**src/rtl/spi_flash_pkg.sv**
```systemverilog
// Constants shared by the SPI flash master and slave: frame field widths, commands, FSM encoding.
package spi_flash_pkg;
  localparam logic [7:0] CMD_WRITE = 8'h56;
  localparam logic [7:0] CMD_READ  = 8'hFF;
  localparam int CMD_W  = 8;
  localparam int ADDR_W = 24;
  localparam int DATA_W = 32;

  localparam logic [2:0] ST_IDLE   = 3'd0;
  localparam logic [2:0] ST_CMD    = 3'd1;
  localparam logic [2:0] ST_ADDR   = 3'd2;
  localparam logic [2:0] ST_WDATA  = 3'd3;
  localparam logic [2:0] ST_RDATA  = 3'd4;
  localparam logic [2:0] ST_IGNORE = 3'd5;

  function automatic logic cmd_valid(input logic [7:0] c);
    return (c == CMD_WRITE) || (c == CMD_READ);
  endfunction
endpackage

```
**src/rtl/spi_in_sync.sv**
```systemverilog
// Two-flop synchronizer plus a history flop; rise/fall pulse one clk, 2 clk after the pin edge.
// Free-running, no backpressure.
module spi_in_sync #(
  parameter logic RST_VAL = 1'b0
) (
  input  logic clk,
  input  logic rst,
  input  logic d,
  output logic q,
  output logic rise,
  output logic fall
);
  logic s1, s2, prev;

  always_ff @(posedge clk) begin
    if (rst) begin
      s1   <= RST_VAL;
      s2   <= RST_VAL;
      prev <= RST_VAL;
    end else begin
      s1   <= d;
      s2   <= s1;
      prev <= s2;
    end
  end

  assign q    = s2;
  assign rise = s2 & ~prev;
  assign fall = ~s2 & prev;
endmodule

```
**src/rtl/spi_flash_slave.sv**
```systemverilog
// SPI mode-0 flash responder over a register-array word memory; 3 clk from pin edge to state update.
// No backpressure: the master paces everything through SCLK and CS.
module spi_flash_slave #(
  parameter int MEM_WORDS = 16
) (
  input  logic clk,
  input  logic rst,
  input  logic CS,
  input  logic SCLK,
  input  logic MOSI,
  output logic MISO,
  output logic busy,
  output logic wr_strobe,
  output logic cmd_err
);
  import spi_flash_pkg::*;

  localparam int IDX_W = (MEM_WORDS > 1) ? $clog2(MEM_WORDS) : 1;

  logic cs_q, cs_rise, cs_fall;
  logic sclk_q, sclk_rise, sclk_fall;
  logic mosi_q, mosi_rise, mosi_fall;
  logic unused_edges;

  spi_in_sync #(.RST_VAL(1'b1)) u_cs (
    .clk(clk), .rst(rst), .d(CS), .q(cs_q), .rise(cs_rise), .fall(cs_fall)
  );
  spi_in_sync #(.RST_VAL(1'b0)) u_sclk (
    .clk(clk), .rst(rst), .d(SCLK), .q(sclk_q), .rise(sclk_rise), .fall(sclk_fall)
  );
  spi_in_sync #(.RST_VAL(1'b0)) u_mosi (
    .clk(clk), .rst(rst), .d(MOSI), .q(mosi_q), .rise(mosi_rise), .fall(mosi_fall)
  );

  assign unused_edges = ^{cs_rise, cs_fall, sclk_q, mosi_rise, mosi_fall};

  logic [2:0]        state;
  logic [5:0]        bit_cnt;
  logic [DATA_W-1:0] shreg, shnext, tx;
  logic [7:0]        cmd;
  logic [IDX_W-1:0]  index, nxt_idx, addr_idx;
  logic              rd_armed;
  logic [DATA_W-1:0] mem [MEM_WORDS];

  assign shnext   = {shreg[DATA_W-2:0], mosi_q};
  assign nxt_idx  = index + IDX_W'(1);
  assign addr_idx = shnext[IDX_W-1:0];
  assign busy     = (state != ST_IDLE);

  always_ff @(posedge clk) begin
    if (rst) begin
      state     <= ST_IDLE;
      bit_cnt   <= '0;
      shreg     <= '0;
      tx        <= '0;
      cmd       <= '0;
      index     <= '0;
      rd_armed  <= 1'b0;
      MISO      <= 1'b0;
      wr_strobe <= 1'b0;
      cmd_err   <= 1'b0;
      for (int i = 0; i < MEM_WORDS; i++) mem[i] <= '0;
    end else begin
      wr_strobe <= 1'b0;
      cmd_err   <= 1'b0;
      case (state)
        ST_IDLE: begin
          MISO    <= 1'b0;
          bit_cnt <= '0;
          if (!cs_q) state <= ST_CMD;
        end
        ST_CMD: if (sclk_rise) begin
          shreg   <= shnext;
          bit_cnt <= bit_cnt + 6'd1;
          if (bit_cnt == 6'(CMD_W - 1)) begin
            cmd     <= shnext[7:0];
            bit_cnt <= '0;
            if (cmd_valid(shnext[7:0])) begin
              state <= ST_ADDR;
            end else begin
              cmd_err <= 1'b1;
              state   <= ST_IGNORE;
            end
          end
        end
        ST_ADDR: if (sclk_rise) begin
          shreg   <= shnext;
          bit_cnt <= bit_cnt + 6'd1;
          if (bit_cnt == 6'(ADDR_W - 1)) begin
            index    <= addr_idx;
            bit_cnt  <= '0;
            rd_armed <= 1'b0;
            if (cmd == CMD_READ) begin
              tx    <= mem[addr_idx];
              MISO  <= mem[addr_idx][DATA_W-1];
              state <= ST_RDATA;
            end else begin
              state <= ST_WDATA;
            end
          end
        end
        ST_WDATA: if (sclk_rise) begin
          shreg   <= shnext;
          bit_cnt <= bit_cnt + 6'd1;
          if (bit_cnt == 6'(DATA_W - 1)) begin
            mem[index] <= shnext;
            wr_strobe  <= 1'b1;
            index      <= nxt_idx;
            bit_cnt    <= '0;
          end
        end
        ST_RDATA: begin
          // Only falls that follow a data rise advance the shifter; the fall
          // closing the last address bit must keep bit 31 on MISO.
          if (sclk_rise) rd_armed <= 1'b1;
          if (sclk_fall && rd_armed) begin
            rd_armed <= 1'b0;
            if (bit_cnt == 6'(DATA_W - 1)) begin
              bit_cnt <= '0;
              index   <= nxt_idx;
              tx      <= mem[nxt_idx];
              MISO    <= mem[nxt_idx][DATA_W-1];
            end else begin
              bit_cnt <= bit_cnt + 6'd1;
              tx      <= {tx[DATA_W-2:0], 1'b0};
              MISO    <= tx[DATA_W-2];
            end
          end
        end
        ST_IGNORE: MISO <= 1'b0;
        default: state <= ST_IDLE;
      endcase
      // Placed after the case so a word completing on this clk still commits.
      if (cs_q && state != ST_IDLE) begin
        state <= ST_IDLE;
        MISO  <= 1'b0;
      end
    end
  end
endmodule

```
**config.mk**
```make
export PLATFORM = sky130hd
export DESIGN_NAME = spi_flash_slave
export DESIGN_NICKNAME = d
export VERILOG_FILES = /design/src/rtl/spi_flash_pkg.sv /design/src/rtl/spi_in_sync.sv /design/src/rtl/spi_flash_slave.sv
export SDC_FILE = /design/constraint.sdc
export NUM_CORES = 1
export LEC_CHECK = 0
export BUFFER_PORTS_ARGS = -buffer_cell sky130_fd_sc_hd__buf_4
export CAP_MARGIN = 15
export CORE_ASPECT_RATIO = 0.75
export CORE_UTILIZATION = 50
export DETAILED_ROUTE_END_ITERATION = 10
export GPL_ROUTABILITY_DRIVEN = 0
export HOLD_SLACK_MARGIN = 0.1
export PLACE_DENSITY_LB_ADDON = 0.05
export SYNTH_ARGS = -nofsm -noshare
export SYNTH_HDL_FRONTEND = slang
export SYNTH_SLANG_ARGS = --single-unit
```
**constraint.sdc**
```tcl
create_clock -name clk -period 4.05 [get_ports clk]
set_input_delay 0 -clock clk [delete_from_list [all_inputs] [get_ports clk]]
set_output_delay 0 -clock clk [all_outputs]
set_load 0.05 [all_outputs]
```
==> key figures, run 1 <==
Run status
  – Status: finished clean

Pwr
  – Sw Ratio: roughly 22%
  – Leak: 11.2 nW
  – Comb power frac: 4.7%
  – Pwr/cell area: 392 nW/um^2
  – P_int: 10.6 mW
  – Net Sw Power: 3.01 mW
  – Clock power share: 42.8%
  – Register share of total power: 52.6%
  – Peak VDD IR: ~0.00030 V
  – Power after layout: 13.6 mW

Routing
  – Via count: 20,000
  – Max layer used: met4
  – Metal2 WL: between 40,000 and 50,000 um
  – First drt pass iteration count: 5
  – Vias/cell: about 6.5
  – Post-route DRC: 0
  – WL met3: 10,900 um
  – ANT nets after route: 0
  – Total Wirelength: 97,000 um
  – Wirelength per Cell: 31.6 um
  – 1st-iter DRT viols: 2,594
  – Wl on met1: about 42,000 um

Layout
  – Filler-free cell count of the finished design: 3,068
  – Area Overhead vs Synth: 11.4%
  – Filler Cell Count: 4,821
  – Final net count: 2,226
  – Layout cell share with drive strength beyond 1: between 20% and 30%
  – Post-Layout Inst Area: 34,700 um^2
  – Register area: 17,300 um^2
  – Ant diodes: 0
  – Multi-input logic area: 13,300 um^2
  – Fin util: 56.9%

Placement
  – DP Area: approximately 33,000 um^2
  – Placed Cells: 2,949
  – Post-DP HPWL: 54,100 um
  – Pre-CTS setup slack: 0.850 ns
  – IO Port Bufs: 8

Critical path
  – WS Path Type: register to register
  – Critical Path RT: 4.42 ns
  – Startpoint types: register
  – Worst Reg2Reg Path Length in Cells: 7
  – Worst Setup End Kind: register
  – Crit path max fanout: 93
  – Arrival @ worst endpoint: around 3.6 ns

Timing
  – Final setup viols: 0
  – Tmin final: about 3.2 ns
  – Post-Route Skew: around 0.03 ns
  – Tcrit/Tclk final: between 70% and 80%
  – RSZ-0062 raised after global routing: no
  – Slew Limit Headroom: 34.0%
  – Max Clk Rate: roughly 0.31 GHz
  – Final hold slack: 0.138 ns
  – Post-Route Setup TNS: 0 ns
  – Final worst setup slack: approximately 0.87 ns
  – Fin. Hold Viols: 0
  – Max-slew violation count: 0
  – Worst Tran Pin Value: 0.990 ns

Synth
  – Avg Cell Area, Syn: 13.7 um^2
  – Synthesized cell area: 31,100 um^2
  – Synth Flop Type: edfxtp_1
  – Synth async-reset ratio: 0%
  – Syn_nets: 2,291
  – Number of flops mapped to enable cells by yosys: 512
  – Synth unique cells: 48
  – Synth Warn #: 0
  – Mapped Cells: between 2,000 and 2,500
  – #FFs+latches synth: 606
  – Seq/Total Area, Yosys: 55.4%

Clock network
  – TritonCTS Buffers: 60
  – Clock Tree Root: clkbuf_16
  – TritonCTS clock tree: built
  – H-tree depth: 2
  – Worst skew pair latency: 0.66 ns
  – Clock slew seen by the registers of the worst setup and hold paths: 0.07 ns
  – Post_cts resized: 0
  – Clk buf depth: 3
  – Sink Count: 606

Global routing
  – Largest net degree at the start of global routing: 94
  – Grt ovf: 0
  – First-pass GRT wire length: 141,000 um
  – Antenna violations before repair: 6
  – Total GRT Usage: 31.2%
  – Number of global-route vias before repair: between 15,000 and 20,000

Floorplanning
  – Die W: 290 um
  – IO Pins: 9
  – Core box area: 61,000 um^2
  – Die area: 63,300 um^2
  – Die span in y: 218 um
  – Placement row count: 78
  – Initial core utilization: 51.1%

Worst hold path
  – Hold path cells: 3
  – Tightest Hold Check Type: primary input to register

Flow run
  – # Max-Cap Violations: 0
worst max-delay path, cell delays in order (launching register included):
cell and delay, ns:
dfxtp_4 0.36, buf_12 0.60, ha_1 0.50, nand2_1 0.10
buf_4 0.22, nor3_4 0.16, or2_2 0.62, buf_4 0.29
final cells by class:
type,instances,area share (%)
Timing Repair Buffer,91,3.01
Clock inverter,29,0.916
Tap cell,800,2.88
Clock buffer,85,4.89
Inverter,6,0.0649
Sequential cell,606,49.8
Multi-Input combinational cell,1451,38.5
power groups by stage:
stage | registers (mW) | logic [mW] | clock network (mW)
floorplan | 7.23 | 0.395 | 0
global placement | 7.27 | 0.619 | 0
detailed placement | 7.29 | 0.621 | 0
CTS | 7.16 | 0.629 | 5.88
global route | 7.19 | 0.659 | 6.10
finish | 7.16 | 0.634 | 5.82
path summary, 6_finish.rpt:
kind                            slack (ns)  startpoint          to
worst min register to register        0.42     u_cs.s1      u_cs.q
worst max-delay path                  0.87    index[0]  mem[3][25]
worst max register to register        0.87    index[0]  mem[3][25]
worst min-delay path                  0.14        MOSI   u_mosi.s1
sequential cells by signal, summed over array words and instances, names as in the netlist:
name / flops
MISO: 1
bit_cnt: 6
cmd: 8
cmd_err: 1
index: 4
mem: 512
rd_armed: 1
shreg: 31
state: 3
tx: 31
u_cs.q: 1
u_cs.s1: 1
u_mosi.q: 1
u_mosi.s1: 1
u_sclk.prev: 1
u_sclk.q: 1
u_sclk.s1: 1
wr_strobe: 1
cell usage in the layout (no fill, tap or decap), types with 4 or more instances in the layout:
cell / synthesis / final
clkinv_2: 0 / 8
nand2b_1: 9 / 9
nor3_1: 8 / 6
mux2i_1: 30 / 30
a211oi_1: 9 / 9
o221ai_1: 5 / 5
clkbuf_8: 0 / 6
dfxtp_4: 0 / 4
and2_1: 515 / 515
dlygate4sd3_1: 0 / 5
bufinv_16: 0 / 6
nor3_4: 0 / 4
edfxtp_1: 512 / 512
clkinv_1: 1 / 11
nor2_1: 61 / 49
a21oi_1: 128 / 128
buf_12: 0 / 28
o21ai_0: 60 / 48
nor2b_1: 11 / 11
nand2_1: 193 / 193
inv_1: 5 / 5
ha_1: 5 / 4
nor2_4: 0 / 12
o21ai_4: 0 / 12
and3_1: 4 / 4
nand3b_1: 25 / 25
or2_2: 7 / 7
mux4_2: 283 / 283
dfxtp_1: 94 / 89
nand4_1: 5 / 5
nand3_1: 55 / 55
clkbuf_16: 0 / 62
buf_4: 0 / 58
clkbuf_1: 159 / 17
logic make-up (layout without fill, tap and decap cells):
group                      count (synthesis)  in the layout  synth area share (%)
and+or+nand+nor                          906            906                  16.1
AOI/OAI and AO/OA                        221            221                  3.86
adders and majority gates                  5              5                 0.201
buffers and inverters                    224            211                  2.80
muxes                                    314            314                  21.5
DFF                                      606            606                  55.4
xor gates and xnor gates                   5              5                 0.141
metal layers:
metal  up-vias  track usage (%)
met1     10400             47.6
met5         -                0
met2      1116             45.5
met3       111             6.91
met4         0             7.54
li1       8386                -
cells in the mapped netlist (2+ instances only):
master	instances	share of area (%)
a211oi_1	9	0.22
a21oi_1	128	2.1
a22oi_1	2	0.048
a31oi_1	3	0.060
and2_1	515	10
and3_1	4	0.080
buf_1	33	0.40
buf_2	26	0.42
clkbuf_1	159	1.9
dfxtp_1	94	6.0
edfxtp_1	512	49
ha_1	5	0.20
inv_1	5	0.060
mux2i_1	30	0.96
mux4_2	283	20
nand2_1	193	2.3
nand2b_1	9	0.18
nand3_1	55	0.88
nand3b_1	25	0.60
nand4_1	5	0.10
nor2_1	61	0.74
nor2b_1	11	0.22
nor3_1	8	0.13
nor3_2	4	0.13
nor3b_1	2	0.048
o2111ai_1	2	0.056
o21ai_0	60	0.96
o221ai_1	5	0.14
o22ai_1	2	0.040
o31ai_1	2	0.048
or2_2	7	0.14
or3_1	3	0.060
xnor2_1	3	0.084
xor2_1	2	0.056
what timing repair did:
item | 4_1_cts | 5_1_grt
setup buffers | 0 | 0
hold endpoints to repair | 35 | 0
endpoints found under the setup margin | 0 | 0
hold buffers | 5 | 0
No activity file was read; power rests on OpenSTA's default activity.
==> run 2: changes to the inputs <==
clock period = 3.2 ns   (was 4.05 ns; I/O delays follow)
==> key figures, run 2 (same netlist as run 1, synthesis figures left out) <==
Routing
  – Vias/cell: 6.52
  – First drt pass iteration count: 5
  – Total Wirelength: 97,200 um
  – Post-route DRC: 0
  – Wirelength per Cell: 31.2 um
  – 1st-iter DRT viols: 2,625
  – Via count: approximately 20,000
  – ANT nets after route: 0

Layout
  – Top reg by flops: mem
  – Filler Cell Count: 4,737
  – Commonest cells after routing, fill and taps aside: and2_1, edfxtp_1, mux4_2
  – Layout cell share with drive strength beyond 1: 23.6%
  – Max FFs per register: between 500 and 600
  – Most common cell after layout, fill and taps aside: and2_1
  – Biggest regs: mem (512), shreg (31), tx (31)
  – Ant diodes: 0
  – Area Overhead vs Synth: 12.8%
  – Final net count: 2,269

Timing
  – Tcrit/Tclk final: 92.8%
  – Max-slew violation count: 0
  – Fin. Hold Viols: 0
  – Tmin final: between 2 and 3 ns
  – RSZ-0062 raised after global routing: no
  – Post-Route Skew: 0.0174 ns
  – Slew Limit Headroom: a little over 40%
  – Post-Route Setup TNS: 0 ns
  – Worst Tran Pin Value: slightly below 0.9 ns
  – Final worst setup slack: 0.232 ns
  – Final hold slack: 0.192 ns
  – Max Clk Rate: 0.337 GHz
  – Final setup viols: 0

Pwr
  – Register share of total power: 52.5%
  – Comb power frac: 4.7%
  – Peak VDD IR: ~0.0004 V
  – Pwr/cell area: 491 nW/um^2
  – Clock power share: 42.7%
  – Power after layout: roughly 17 mW
  – P_int: between 10 and 15 mW
  – Leak: ~11 nW
  – Net Sw Power: 3.70 mW
  – Sw Ratio: 21.5%

Global routing
  – Total GRT Usage: a little under a third
  – Grt ovf: 0
  – Largest net degree at the start of global routing: 57
  – First-pass GRT wire length: ~140,000 um
  – Number of global-route vias before repair: 20,000
  – Antenna violations before repair: 7

Critical path
  – WP buf/inv: 2
  – Crit path max fanout: 15
  – Slowest cell on the critical path: nor4_4
  – Critical Path RT: 3.49 ns
  – Critical path cell sequence: ha_1 -> nand2_1 -> or3_1 -> nor4_4 -> nand2_1 -> buf_4 -> o21ai_4 -> buf_4
  – Worst Setup End Kind: register
  – Arrival @ worst endpoint: 3.26 ns
  – WS Path Type: register to register
  – Critical path's top delay family: simple AND/OR/NAND/NOR gates
  – CP peak stage delay: 0.53 ns
  – Startpoint types: register

Placement
  – Post-DP HPWL: 57,400 um
  – IO Port Bufs: 8
  – Pre-CTS setup slack: 0.274 ns

Floorplanning
  – Die W: 290 um
  – IO Pins: 9
  – Die area: 63,300 um^2
  – Die span in y: approximately 220 um
  – Initial core utilization: 51.1%
  – Placement row count: 78
  – Core box area: slightly above 60,000 um^2

Run status
  – Status: finished clean

Clock network
  – H-tree depth: 2
  – Worst skew pair latency: 0.63 ns
  – TritonCTS clock tree: built
  – Clock Tree Root: clkbuf_16
  – Clk buf depth: 3
  – TritonCTS Buffers: 60
  – Post_cts resized: 0
  – Sink Count: 606
  – Clock slew seen by the registers of the worst setup and hold paths: 0.06 ns
  – Post-CTS setup buffers: 0

Flow run
  – # Max-Cap Violations: 0

Worst hold path
  – Tightest Hold Check Type: primary input to register
run 2: cell count changes in the layout (fill, tap and decap cells not counted):
| cell | before | now |
|---|---|---|
| buf_12 | 28 | 35 |
| buf_4 | 58 | 92 |
| bufinv_16 | 6 | 9 |
| clkbuf_1 | 17 | 15 |
| clkbuf_16 | 62 | 61 |
| clkbuf_8 | 6 | 4 |
| clkinv_1 | 11 | 15 |
| clkinv_2 | 8 | 9 |
| clkinv_8 | 1 | 0 |
| clkinvlp_4 | 2 | 0 |
| dlygate4sd3_1 | 5 | 7 |
| inv_16 | 1 | 0 |
| inv_6 | 1 | 2 |
run 2: cell type report:
cell class | instances | area (um^2) | area share [%]
well taps | 800 | 1000 | 2.85
inverters | 6 | 22.5 | 0.0641
repair buffers | 134 | 1460 | 4.16
clock inverters | 34 | 385 | 1.10
flip-flops and latches | 606 | 17300 | 49.2
clock buffers | 80 | 1640 | 4.66
multi-input cells | 1451 | 13300 | 38.0
run 2: tightest hold or removal path: stages:
cell and delay (ns):
dlygate4sd3_1 0.53, buf_4 0.13, nor4_4 0.08
run 2: repair_timing:
item,in CTS,in global routing
hold buffers,7,0
hold endpoints to repair,34,0
endpoints found under the setup margin,0,0
run 2: through the flow:
step	utilization, %	cells	area, um^2
floorplan	-	2281	31200
global placement	54.2	2990	33000
detailed placement	54.2	2990	33000
CTS	57.6	3111	35100
global route	57.6	3111	35100
finish	57.6	3111	35100
run 2: routing by layer:
layer	GRT usage [%]	wire (um)
met5	0	0
met4	8.39	2540
met3	5.91	10500
met2	47.7	43400
met1	46.5	40800
run 2: power by group through the flow:
| stage | Sequential, mW | Combinational (mW) | Clock (mW) |
|---|---|---|---|
| after global routing | 9.10 | 0.850 | 7.77 |
| after detailed placement | 9.22 | 0.803 | 0 |
| after CTS | 9.06 | 0.814 | 7.47 |
| after global placement | 9.20 | 0.802 | 0 |
| after floorplan | 9.15 | 0.501 | 0 |
| final | 9.06 | 0.819 | 7.38 |
run 2: final timing paths:
| kind | depth (start not counted) | slack (ns) | startpoint | to |
|---|---|---|---|---|
| worst min register to register | 1 | 0.41 | u_cs.s1 | u_cs.q |
| worst min-delay path | 3 | 0.19 | rst | wr_strobe |
| worst max register to register | 8 | 0.23 | bit_cnt[0] | mem[13][29] |
| worst max-delay path | 8 | 0.23 | bit_cnt[0] | mem[13][29] |
==> run 3: changes to the inputs <==
CAP_MARGIN = 20   (was 15)
CTS_BUF_LIST = sky130_fd_sc_hd__clkbuf_16   (was not set)
==> key figures, run 3 (same netlist as run 1, synthesis figures left out) <==
Run status
  – Status: finished clean

Timing
  – RSZ-0062 raised after global routing: no
  – Max-slew violation count: 0
  – Post-Route Setup TNS: 0 ns
  – Final setup viols: 0
  – Slew Limit Headroom: between 40 and 50%
  – Tcrit/Tclk final: 92.5%
  – Tmin final: 2.96 ns
  – Worst Tran Pin Value: 0.858 ns
  – Post-Route Skew: 0.0196 ns
  – Max Clk Rate: 0.338 GHz
  – Final hold slack: 0.193 ns
  – Fin. Hold Viols: 0

Clock network
  – Sink Count: 606
  – Clock slew seen by the registers of the worst setup and hold paths: 0.06 ns
  – Clk buf depth: 3
  – Clock Tree Root: clkbuf_16
  – TritonCTS Buffers: 60
  – H-tree depth: 2
  – Worst skew pair latency: approximately 0.63 ns
  – TritonCTS clock tree: built
  – Post_cts resized: 0
  – Post-CTS setup buffers: 0

Layout
  – Biggest regs: mem (512), shreg (31), tx (31)
  – Top reg by flops: mem
  – Post-Layout Inst Area: between 30,000 and 40,000 um^2
  – Most common cell after layout, fill and taps aside: and2_1
  – Max FFs per register: 512
  – Area Overhead vs Synth: 12.6%
  – Final net count: 2,269
  – Commonest cells after routing, fill and taps aside: and2_1, edfxtp_1, mux4_2
  – Ant diodes: 0
  – Filler-free cell count of the finished design: approximately 3,100
  – Layout cell share with drive strength beyond 1: 23.5%

Floorplanning
  – Die W: 290 um
  – Initial core utilization: 51.1%
  – Placement row count: 78
  – Die span in y: 218 um
  – Core box area: between 60,000 and 70,000 um^2
  – IO Pins: 9
  – Die area: 63,300 um^2

Pwr
  – Leak: between 10 and 15 nW
  – Peak VDD IR: slightly below 0.0004 V
  – Power after layout: roughly 17 mW
  – Pwr/cell area: 488 nW/um^2
  – Net Sw Power: 3.69 mW
  – Comb power frac: 4.8%
  – Register share of total power: 53.0%
  – P_int: about 13 mW
  – Sw Ratio: 21.6%
  – Clock power share: 42.2%

Worst hold path
  – Tightest Hold Check Type: primary input to register

Routing
  – ANT nets after route: 0
  – Total Wirelength: 97,200 um
  – Via count: between 20,000 and 25,000
  – Vias/cell: 6.51
  – First drt pass iteration count: 5
  – Post-route DRC: 0
  – 1st-iter DRT viols: roughly 2,600
  – Wirelength per Cell: about 31 um

Critical path
  – Worst Reg2Reg Path Length in Cells: 8
  – WS Path Type: register to register
  – Crit path max fanout: 15
  – Arrival @ worst endpoint: 3.25 ns
  – Critical Path RT: about 3.5 ns
  – Launch point of the worst path: bit_cnt[0]
  – FF-to-FF setup slack: 0.24 ns
  – Worst Setup End Kind: register
  – R2R Path End: mem[13][31]
  – Crit path capture: mem[13][31]
  – Worst r2r src: bit_cnt[0]
  – Startpoint types: register

Global routing
  – Total GRT Usage: roughly a third
  – First-pass GRT wire length: 142,000 um
  – Grt ovf: 0
  – Number of global-route vias before repair: between 20,000 and 25,000
  – Antenna violations before repair: 7
  – Largest net degree at the start of global routing: 57

Placement
  – Post-DP HPWL: around 57,000 um
  – IO Port Bufs: 8
  – DP Area: 33,000 um^2
  – Placed Cells: approximately 3,000

Flow run
  – # Max-Cap Violations: 0
-- run 3: area by class of cell --
cell class              instances  area, um^2
repair buffers                134        1460
well taps                     800        1000
clock inverters                53         457
multi-input cells            1451       13300
inverters                       6        22.5
fillers                      4743       25900
clock buffers                  61        1530
flip-flops and latches        606       17300
-- run 3: worst max-delay path, cell delays in order, from the launching register on --
cell and delay, ns:
dfxtp_1 0.37, ha_1 0.22, nand2_1 0.09, or3_1 0.38
nor4_4 0.53, nand2_1 0.25, buf_4 0.26, o21ai_4 0.19
buf_4 0.33
-- run 3: repair_timing --
action,CTS,global route
hold buffers,7,0
hold endpoints to repair,34,0
setup endpoints to repair,0,0
-- run 3: power groups by stage --
stage	sequential, mW	combinational, mW	clock, mW
global route	9.10	0.850	7.63
detailed placement	9.22	0.803	0
floorplan	9.15	0.501	0
finish	9.06	0.819	7.23
CTS	9.06	0.814	7.32
global placement	9.20	0.802	0
-- run 3: metal layers --
layer,vias up,GRT usage (%),wire (um),part of all wire [%]
met5,-,0,0,0
met4,0,8.39,2530,2.6
met3,148,5.88,10400,11
li1,8466,-,-,-
met1,10500,46.5,40800,42
met2,1134,47.7,43400,45
-- run 3: stage by stage --
step / setup WS, ns / util (%)
finish: 0.239 / 57.5
floorplan: -0.277 / -
global route: 0.0546 / 57.5
global placement: 0.253 / 54.2
detailed placement: 0.274 / 54.2
CTS: 0.253 / 57.5
-- run 3: worst min-delay path by stage --
stage	startpoint	cells after the start	slack, ns	endpoint
6_report	rst	3	0.19	wr_strobe
2_1_floorplan	CS	1	0.10	u_cs.s1
3_5_place_dp	CS	2	0.19	u_cs.s1
4_1_cts	rst	3	0.16	wr_strobe
5_1_grt	rst	3	0.19	wr_strobe
3_3_place_gp	CS	2	0.19	u_cs.s1
